[src/rtl/pipe_hazard_if.sv]
// ---------------------------------------------------------------------------
// pipe_hazard_if : Decode/flush inputs and stall/forward controls of the hazard unit. rev 1.0
// ---------------------------------------------------------------------------
`default_nettype none

interface pipe_hazard_if #(
  parameter int RA_W  = 3,
  parameter int CNT_W = 16
);
  logic            d_valid;
  logic [RA_W-1:0] d_src0;
  logic [RA_W-1:0] d_src1;
  logic            d_src0_used;
  logic            d_src1_used;
  logic [RA_W-1:0] d_dst;
  logic            d_regwr;
  logic            d_memrd;
  logic            d_memwr;
  logic            ex_flush;

  logic             pc_en;
  logic             fd_en;
  logic             fd_flush;
  logic             de_bubble;
  logic             pipe_en;
  logic [1:0]       fwd_a;
  logic [1:0]       fwd_b;
  logic             freeze;
  logic [CNT_W-1:0] stall_cnt;

  modport master (
    output d_valid, d_src0, d_src1, d_src0_used, d_src1_used, d_dst,
           d_regwr, d_memrd, d_memwr, ex_flush,
    input  pc_en, fd_en, fd_flush, de_bubble, pipe_en, fwd_a, fwd_b,
           freeze, stall_cnt
  );

  modport slave (
    input  d_valid, d_src0, d_src1, d_src0_used, d_src1_used, d_dst,
           d_regwr, d_memrd, d_memwr, ex_flush,
    output pc_en, fd_en, fd_flush, de_bubble, pipe_en, fwd_a, fwd_b,
           freeze, stall_cnt
  );
endinterface

`default_nettype wire

[src/rtl/pipe_hazard_unit.sv]
// ---------------------------------------------------------------------------
// pipe_hazard_unit : 5-stage hazard/stall/forwarding controller with memory freeze. rev 1.0
// ---------------------------------------------------------------------------
`default_nettype none

module pipe_hazard_unit #(
  parameter int RA_W    = 3,
  parameter int MEM_LAT = 1,
  parameter int CNT_W   = 16
) (
  input  wire logic    clk,
  input  wire logic    rst,
  pipe_hazard_if.slave bus
);
  localparam int                c_WC_W    = (MEM_LAT > 1) ? $clog2(MEM_LAT) : 1;
  localparam logic [c_WC_W-1:0] c_WC_LOAD = c_WC_W'(MEM_LAT - 1);
  localparam logic [c_WC_W-1:0] c_WC_ONE  = c_WC_W'(1);
  localparam logic [0:0]        c_S_RUN   = 1'b0;
  localparam logic [0:0]        c_S_WAIT  = 1'b1;

  logic [0:0]        r_state;
  logic [0:0]        w_state_nxt;
  logic [c_WC_W-1:0] r_wcnt;
  logic [c_WC_W-1:0] w_wcnt_nxt;
  logic [CNT_W-1:0]  r_stall_cnt;

  logic            r_e_valid, r_e_regwr, r_e_ld, r_e_mem;
  logic            r_e_src0_used, r_e_src1_used;
  logic [RA_W-1:0] r_e_dst, r_e_src0, r_e_src1;
  logic            r_m_valid, r_m_regwr, r_m_ld;
  logic [RA_W-1:0] r_m_dst;
  logic            r_w_valid, r_w_regwr;
  logic [RA_W-1:0] r_w_dst;

  logic w_freeze, w_luh, w_kill, w_stall;

  assign w_freeze = (r_state == c_S_WAIT);
  assign w_luh    = bus.d_valid & r_e_valid & r_e_ld &
                    ((bus.d_src0_used & (bus.d_src0 == r_e_dst)) |
                     (bus.d_src1_used & (bus.d_src1 == r_e_dst)));
  assign w_kill   = bus.ex_flush | w_luh;
  // A flush outranks the load-use stall, so only an unflushed luh stops the PC.
  assign w_stall  = w_freeze | (w_luh & ~bus.ex_flush);

  always_ff @(posedge clk or posedge rst) begin
    if (rst) begin
      r_state <= c_S_RUN;
      r_wcnt  <= '0;
    end else begin
      r_state <= w_state_nxt;
      r_wcnt  <= w_wcnt_nxt;
    end
  end

  always_comb begin
    w_state_nxt = r_state;
    w_wcnt_nxt  = r_wcnt;
    case (r_state)
      c_S_RUN: begin
        if ((MEM_LAT > 1) && r_e_valid && r_e_mem) begin
          w_state_nxt = c_S_WAIT;
          w_wcnt_nxt  = c_WC_LOAD;
        end
      end
      c_S_WAIT: begin
        w_wcnt_nxt = r_wcnt - c_WC_ONE;
        if (r_wcnt == c_WC_ONE) w_state_nxt = c_S_RUN;
      end
      default: w_state_nxt = c_S_RUN;
    endcase
  end

  always_comb begin
    bus.pc_en     = 1'b1;
    bus.fd_en     = 1'b1;
    bus.fd_flush  = 1'b0;
    bus.de_bubble = 1'b0;
    bus.pipe_en   = 1'b1;
    bus.freeze    = 1'b0;
    if (w_freeze) begin
      bus.pc_en   = 1'b0;
      bus.fd_en   = 1'b0;
      bus.pipe_en = 1'b0;
      bus.freeze  = 1'b1;
    end else if (bus.ex_flush && !rst) begin
      bus.fd_flush  = 1'b1;
      bus.de_bubble = 1'b1;
    end else if (w_luh) begin
      bus.pc_en     = 1'b0;
      bus.fd_en     = 1'b0;
      bus.de_bubble = 1'b1;
    end
  end

  always_ff @(posedge clk or posedge rst) begin
    if (rst) begin
      r_e_valid     <= 1'b0;
      r_e_regwr     <= 1'b0;
      r_e_ld        <= 1'b0;
      r_e_mem       <= 1'b0;
      r_e_src0_used <= 1'b0;
      r_e_src1_used <= 1'b0;
      r_e_dst       <= '0;
      r_e_src0      <= '0;
      r_e_src1      <= '0;
      r_m_valid     <= 1'b0;
      r_m_regwr     <= 1'b0;
      r_m_ld        <= 1'b0;
      r_m_dst       <= '0;
      r_w_valid     <= 1'b0;
      r_w_regwr     <= 1'b0;
      r_w_dst       <= '0;
    end else if (!w_freeze) begin
      r_e_valid     <= bus.d_valid & ~w_kill;
      r_e_regwr     <= bus.d_regwr;
      r_e_ld        <= bus.d_memrd;
      r_e_mem       <= bus.d_memrd | bus.d_memwr;
      r_e_src0_used <= bus.d_src0_used;
      r_e_src1_used <= bus.d_src1_used;
      r_e_dst       <= bus.d_dst;
      r_e_src0      <= bus.d_src0;
      r_e_src1      <= bus.d_src1;
      r_m_valid     <= r_e_valid;
      r_m_regwr     <= r_e_regwr;
      r_m_ld        <= r_e_ld;
      r_m_dst       <= r_e_dst;
      r_w_valid     <= r_m_valid;
      r_w_regwr     <= r_m_regwr;
      r_w_dst       <= r_m_dst;
    end
  end

  // A load's data is not ready in E/M, so it can only be forwarded from M/W.
  function automatic logic [1:0] fwd_sel(input logic used, input logic [RA_W-1:0] src);
    logic [1:0] sel;
    sel = 2'b00;
    if (r_e_valid && used) begin
      if (r_m_valid && r_m_regwr && !r_m_ld && (r_m_dst == src)) sel = 2'b01;
      else if (r_w_valid && r_w_regwr && (r_w_dst == src))      sel = 2'b10;
    end
    return sel;
  endfunction

  assign bus.fwd_a = fwd_sel(r_e_src0_used, r_e_src0);
  assign bus.fwd_b = fwd_sel(r_e_src1_used, r_e_src1);

  always_ff @(posedge clk or posedge rst) begin
    if (rst)                                  r_stall_cnt <= '0;
    else if (w_stall && (r_stall_cnt != '1))  r_stall_cnt <= r_stall_cnt + CNT_W'(1);
  end

  assign bus.stall_cnt = r_stall_cnt;

endmodule

`default_nettype wire

[src/flat_wrapper.sv]
// flat-port wrapper written by rule: the top's interface ports become plain ports
module pipe_hazard_unit_flat 
#(
  parameter int RA_W    = 3,
  parameter int MEM_LAT = 1,
  parameter int CNT_W   = 16
)
  (clk, rst, bus_d_valid, bus_d_src0, bus_d_src1, bus_d_src0_used, bus_d_src1_used, bus_d_dst, bus_d_regwr, bus_d_memrd, bus_d_memwr, bus_ex_flush, bus_pc_en, bus_fd_en, bus_fd_flush, bus_de_bubble, bus_pipe_en, bus_fwd_a, bus_fwd_b, bus_freeze, bus_stall_cnt);
  pipe_hazard_if #(.RA_W(RA_W), .CNT_W(CNT_W)) bus_i ();
  input  wire logic clk;
  input  wire logic rst;
  input wire logic [$bits(bus_i.d_valid)-1:0] bus_d_valid;
  input wire logic [$bits(bus_i.d_src0)-1:0] bus_d_src0;
  input wire logic [$bits(bus_i.d_src1)-1:0] bus_d_src1;
  input wire logic [$bits(bus_i.d_src0_used)-1:0] bus_d_src0_used;
  input wire logic [$bits(bus_i.d_src1_used)-1:0] bus_d_src1_used;
  input wire logic [$bits(bus_i.d_dst)-1:0] bus_d_dst;
  input wire logic [$bits(bus_i.d_regwr)-1:0] bus_d_regwr;
  input wire logic [$bits(bus_i.d_memrd)-1:0] bus_d_memrd;
  input wire logic [$bits(bus_i.d_memwr)-1:0] bus_d_memwr;
  input wire logic [$bits(bus_i.ex_flush)-1:0] bus_ex_flush;
  output wire logic [$bits(bus_i.pc_en)-1:0] bus_pc_en;
  output wire logic [$bits(bus_i.fd_en)-1:0] bus_fd_en;
  output wire logic [$bits(bus_i.fd_flush)-1:0] bus_fd_flush;
  output wire logic [$bits(bus_i.de_bubble)-1:0] bus_de_bubble;
  output wire logic [$bits(bus_i.pipe_en)-1:0] bus_pipe_en;
  output wire logic [$bits(bus_i.fwd_a)-1:0] bus_fwd_a;
  output wire logic [$bits(bus_i.fwd_b)-1:0] bus_fwd_b;
  output wire logic [$bits(bus_i.freeze)-1:0] bus_freeze;
  output wire logic [$bits(bus_i.stall_cnt)-1:0] bus_stall_cnt;
  assign bus_i.d_valid = bus_d_valid;
  assign bus_i.d_src0 = bus_d_src0;
  assign bus_i.d_src1 = bus_d_src1;
  assign bus_i.d_src0_used = bus_d_src0_used;
  assign bus_i.d_src1_used = bus_d_src1_used;
  assign bus_i.d_dst = bus_d_dst;
  assign bus_i.d_regwr = bus_d_regwr;
  assign bus_i.d_memrd = bus_d_memrd;
  assign bus_i.d_memwr = bus_d_memwr;
  assign bus_i.ex_flush = bus_ex_flush;
  assign bus_pc_en = bus_i.pc_en;
  assign bus_fd_en = bus_i.fd_en;
  assign bus_fd_flush = bus_i.fd_flush;
  assign bus_de_bubble = bus_i.de_bubble;
  assign bus_pipe_en = bus_i.pipe_en;
  assign bus_fwd_a = bus_i.fwd_a;
  assign bus_fwd_b = bus_i.fwd_b;
  assign bus_freeze = bus_i.freeze;
  assign bus_stall_cnt = bus_i.stall_cnt;
  pipe_hazard_unit #(.RA_W(RA_W), .MEM_LAT(MEM_LAT), .CNT_W(CNT_W)) u_core (.clk(clk), .rst(rst), .bus(bus_i));
endmodule
[config.mk]
export PLATFORM = sky130hd
export DESIGN_NAME = pipe_hazard_unit_flat
export DESIGN_NICKNAME = d
export VERILOG_FILES = /design/src/rtl/pipe_hazard_if.sv /design/src/rtl/pipe_hazard_unit.sv /design/src/flat_wrapper.sv
export SDC_FILE = /design/constraint.sdc
export NUM_CORES = 1
export LEC_CHECK = 0
export ABC_AREA = 1
export BUFFER_PORTS_ARGS = -buffer_cell sky130_fd_sc_hd__buf_2
export CAP_MARGIN = 20
export CORE_MARGIN = 8
export CORE_UTILIZATION = 55
export DETAILED_ROUTE_END_ITERATION = 8
export PLACE_DENSITY = 0.86
export SLEW_MARGIN = 15
export SYNTH_ARGS = -nofsm -noshare
export SYNTH_HDL_FRONTEND = slang
export SYNTH_SLANG_ARGS = --single-unit
[constraint.sdc]
create_clock -name clk -period 2.68 [get_ports clk]
set_input_delay 0.402 -clock clk [delete_from_list [all_inputs] [get_ports clk]]
set_output_delay 0.402 -clock clk [all_outputs]
set_load 0.02 [all_outputs]
==> results.sh <==
export IMPL_status="finished, final reports clean"
export IMPL_crit_required_ps=2280
export IMPL_r2r_setup_slack_ps=880
export IMPL_cts_tree="yes"
export IMPL_reg2reg_depth=9
export IMPL_final_layout_size_suffix_gt1_share_pct=17.90
export IMPL_synth_warnings=0
export IMPL_critPathArrivalTime_ps=1600
export IMPL_yosys_cell_count_top_type="nand2_1"
export IMPL_first_global_vias=1990
export IMPL_portBuffers=42
export IMPL_reg2reg_to="u_core.bus.stall_cnt[6]"
export IMPL_crit_path_end_kind="primary output"
export IMPL_holdBufCountCts=0
export IMPL_syn_num_nets=328
export IMPL_rsz0062_at_grt="no"
export IMPL_peakVddDrop_mv=0.2338
export IMPL_critPathLaunchType="register"
export IMPL_p_leak_nw=1.424
export IMPL_numCtsBuffers=5
export IMPL_slowest_stage="dfrtp_1"
export IMPL_dr_pass1_iters=4
export IMPL_final_setup_viol_count=0
export IMPL_drv_cap=0
export IMPL_cts_setup_buffers=0
export IMPL_syn_cell_area_um2=2310
export IMPL_first_iter_violations=131
export IMPL_row_count=23
export IMPL_p_per_area_nw_per_um2=476.8
export IMPL_max_clock_freq_mhz=500.7
export IMPL_cts_sinks=43
export IMPL_place_gp_congestion=0.8657
export IMPL_antenna_found_initial=0
export IMPL_routedWlPerCell_um=12.67
export IMPL_dieArea_um2=6529
export IMPL_worst_pin_slew_ps=530.8
export IMPL_slew_headroom_pct=64.62
export IMPL_crit_cells=5
export IMPL_crit_chain="xor2_1 -> nor3b_1 -> nand2_1 -> nor3_1 -> buf_2"
export IMPL_route_detailed_drc=0
export IMPL_synthTopCellsByCount="nand2_1 (120), dfrtp_1 (43), inv_1 (34), nor2_1 (22), o21ai_0 (20)"
export IMPL_nets=370
export IMPL_h_tree_depth=2
export IMPL_post_route_period_util_pct=74.53
export IMPL_core_um2=4029
export IMPL_ys_seq_elements=43
export IMPL_post_cts_resized=0
export IMPL_hpwl_mm=3.752
export IMPL_vias=2020
export IMPL_worst_clock_skew_ps=8.337
export IMPL_netlist_instances=309
export IMPL_criticalPathCategory="reg -> out"
export IMPL_grt_total_usage_pct=16.72
export IMPL_fill_cells=357
export IMPL_hold_violations=0
export IMPL_areaGrowthSynthToFinish_pct=14.46
export IMPL_netlist_cell_type_count=28
export IMPL_rr_startpoint="u_core.bus.stall_cnt[0]"
export IMPL_start_util_pct=57.33
export IMPL_synth_seq_area_share_pct=46.59
export IMPL_fin_setup_tns_ps=0
export IMPL_fp_dieH_um=80.81
export IMPL_fin_util_pct=65.62
export IMPL_crit_family="simple AND/OR/NAND/NOR gates"
export IMPL_synth_edf_count=0
export IMPL_synth_async_reset_ratio_pct=100.0
export IMPL_final_max_slew_viol_count=0
export IMPL_ys_flop_type="dfrtp_1"
export IMPL_via_per_inst=5.025
export IMPL_fin_crit_ps=1997
export IMPL_antenna_cells=0
export IMPL_synthTopCellsByArea="dfrtp_1 (47%), nand2_1 (20%), inv_1 (5.5%), o21ai_0 (4.3%), nand3_1 (4.1%)"
export IMPL_ios=44
export IMPL_hp_class="in -> async"
export IMPL_worst_path_buf_inv=1
export IMPL_grt_ovfl_total=0
export IMPL_cp_max_fo=4
export IMPL_totalWireLength_mm=5.092
export IMPL_clk_latency_ps=300
export IMPL_grt_first_pass_wirelength_mm=8.700
export IMPL_grt_max_degree=44
export IMPL_synth_top_area_cell="dfrtp_1"
export IMPL_clockBufferDepth=2
export IMPL_max_stage_delay_ps=450
export IMPL_die_w_um=80.81
export IMPL_cts_root_buf="clkbuf_8"
export IMPL_clkTransAtPathRegs_ps=80
export IMPL_yosysTopAreaCellShare_pct=46.59
export IMPL_avgSynthCellArea_um2=7.475
export IMPL_ant_nets=0
kinds of logic after synthesis:
group | count (synthesis) | share of synthesized area, %
simple gates | 181 | 33.64
buf+inv | 46 | 8.504
compound gates | 23 | 5.038
xor+xnor | 15 | 5.688
fa+ha+maj | 1 | 0.5416
flops | 43 | 46.59
tightest hold or removal path, cell delays in order:
cell and delay (ps):
buf_2 100, inv_1 60, buf_4 460
worst max path at each step:
stage	from	end	slack (ps)
4_1_cts	u_core.r_m_dst[1]	bus_fwd_b[0]	700
6_report	u_core.r_m_dst[1]	bus_fwd_b[0]	680
2_1_floorplan	rst	bus_pc_en	30
5_1_grt	u_core.r_m_dst[1]	bus_fwd_b[0]	570
3_5_place_dp	u_core.bus.stall_cnt[0]	u_core.bus.stall_cnt[6]	930
3_3_place_gp	bus_d_src1[0]	bus_de_bubble	960
area by class of cell:
| class | instances | area [um^2] | share of cell area, % |
|---|---|---|---|
| clock buffer | 8 | 100.1 | 3.786 |
| inverter | 36 | 135.1 | 5.111 |
| multi-input combinational | 220 | 1037 | 39.23 |
| sequential | 43 | 1076 | 40.70 |
| tap | 50 | 62.56 | 2.366 |
| timing repair buffer | 45 | 232.7 | 8.803 |
sequential cells by signal, summed over array words and instances (netlist names), 3 cells and up:
signal and count:
u_core.r_m_dst 3, u_core.r_w_dst 3, u_core.r_e_dst 3, u_core.bus.stall_cnt 16, u_core.r_e_src0 3, u_core.r_e_src1 3
power by group:
part	total (mW)	internal, mW	switching (mW)
combinational	0.107	0.0410	0.0662
sequential	0.696	0.672	0.0242
clock	0.457	0.235	0.222
through the flow:
step	cell area (um^2)	hold WS, ps	power [mW]	std cells	worst slack (ps)
after floorplan	2310	423.0	0.7753	309	26.71
after global placement	2544	426.0	0.8114	394	955.2
after detailed placement	2544	444.4	0.8175	394	932.8
after CTS	2644	291.3	1.270	402	700.3
after global routing	2644	298.1	1.307	402	571.3
final	2644	263.9	1.260	402	682.7
layout by cell type (no fill, tap or decap), types with 3 or more instances in the layout:
| cell type | synthesis | layout |
|---|---|---|
| nor3_1 | 4 | 4 |
| nand2_1 | 120 | 120 |
| o21ai_0 | 20 | 20 |
| nand4_1 | 3 | 3 |
| nand3_2 | 3 | 3 |
| buf_4 | 2 | 3 |
| nand3_1 | 19 | 19 |
| buf_2 | 1 | 42 |
| clkbuf_8 | 0 | 7 |
| inv_1 | 34 | 34 |
| dfrtp_1 | 43 | 43 |
| nor2_1 | 22 | 22 |
| xnor2_1 | 6 | 6 |
| nor4_1 | 3 | 3 |
| xor2_1 | 9 | 9 |
metal layers:
metal | wire (um) | GRT usage [%] | vias up
met4 | 78 | 7.857 | 0
met3 | 312 | 3.863 | 8
met1 | 2234 | 20.08 | 929
met2 | 2467 | 27.83 | 45
met5 | 0 | 0 | -
li1 | - | - | 1038
No activity file was read; power rests on OpenSTA's default activity.
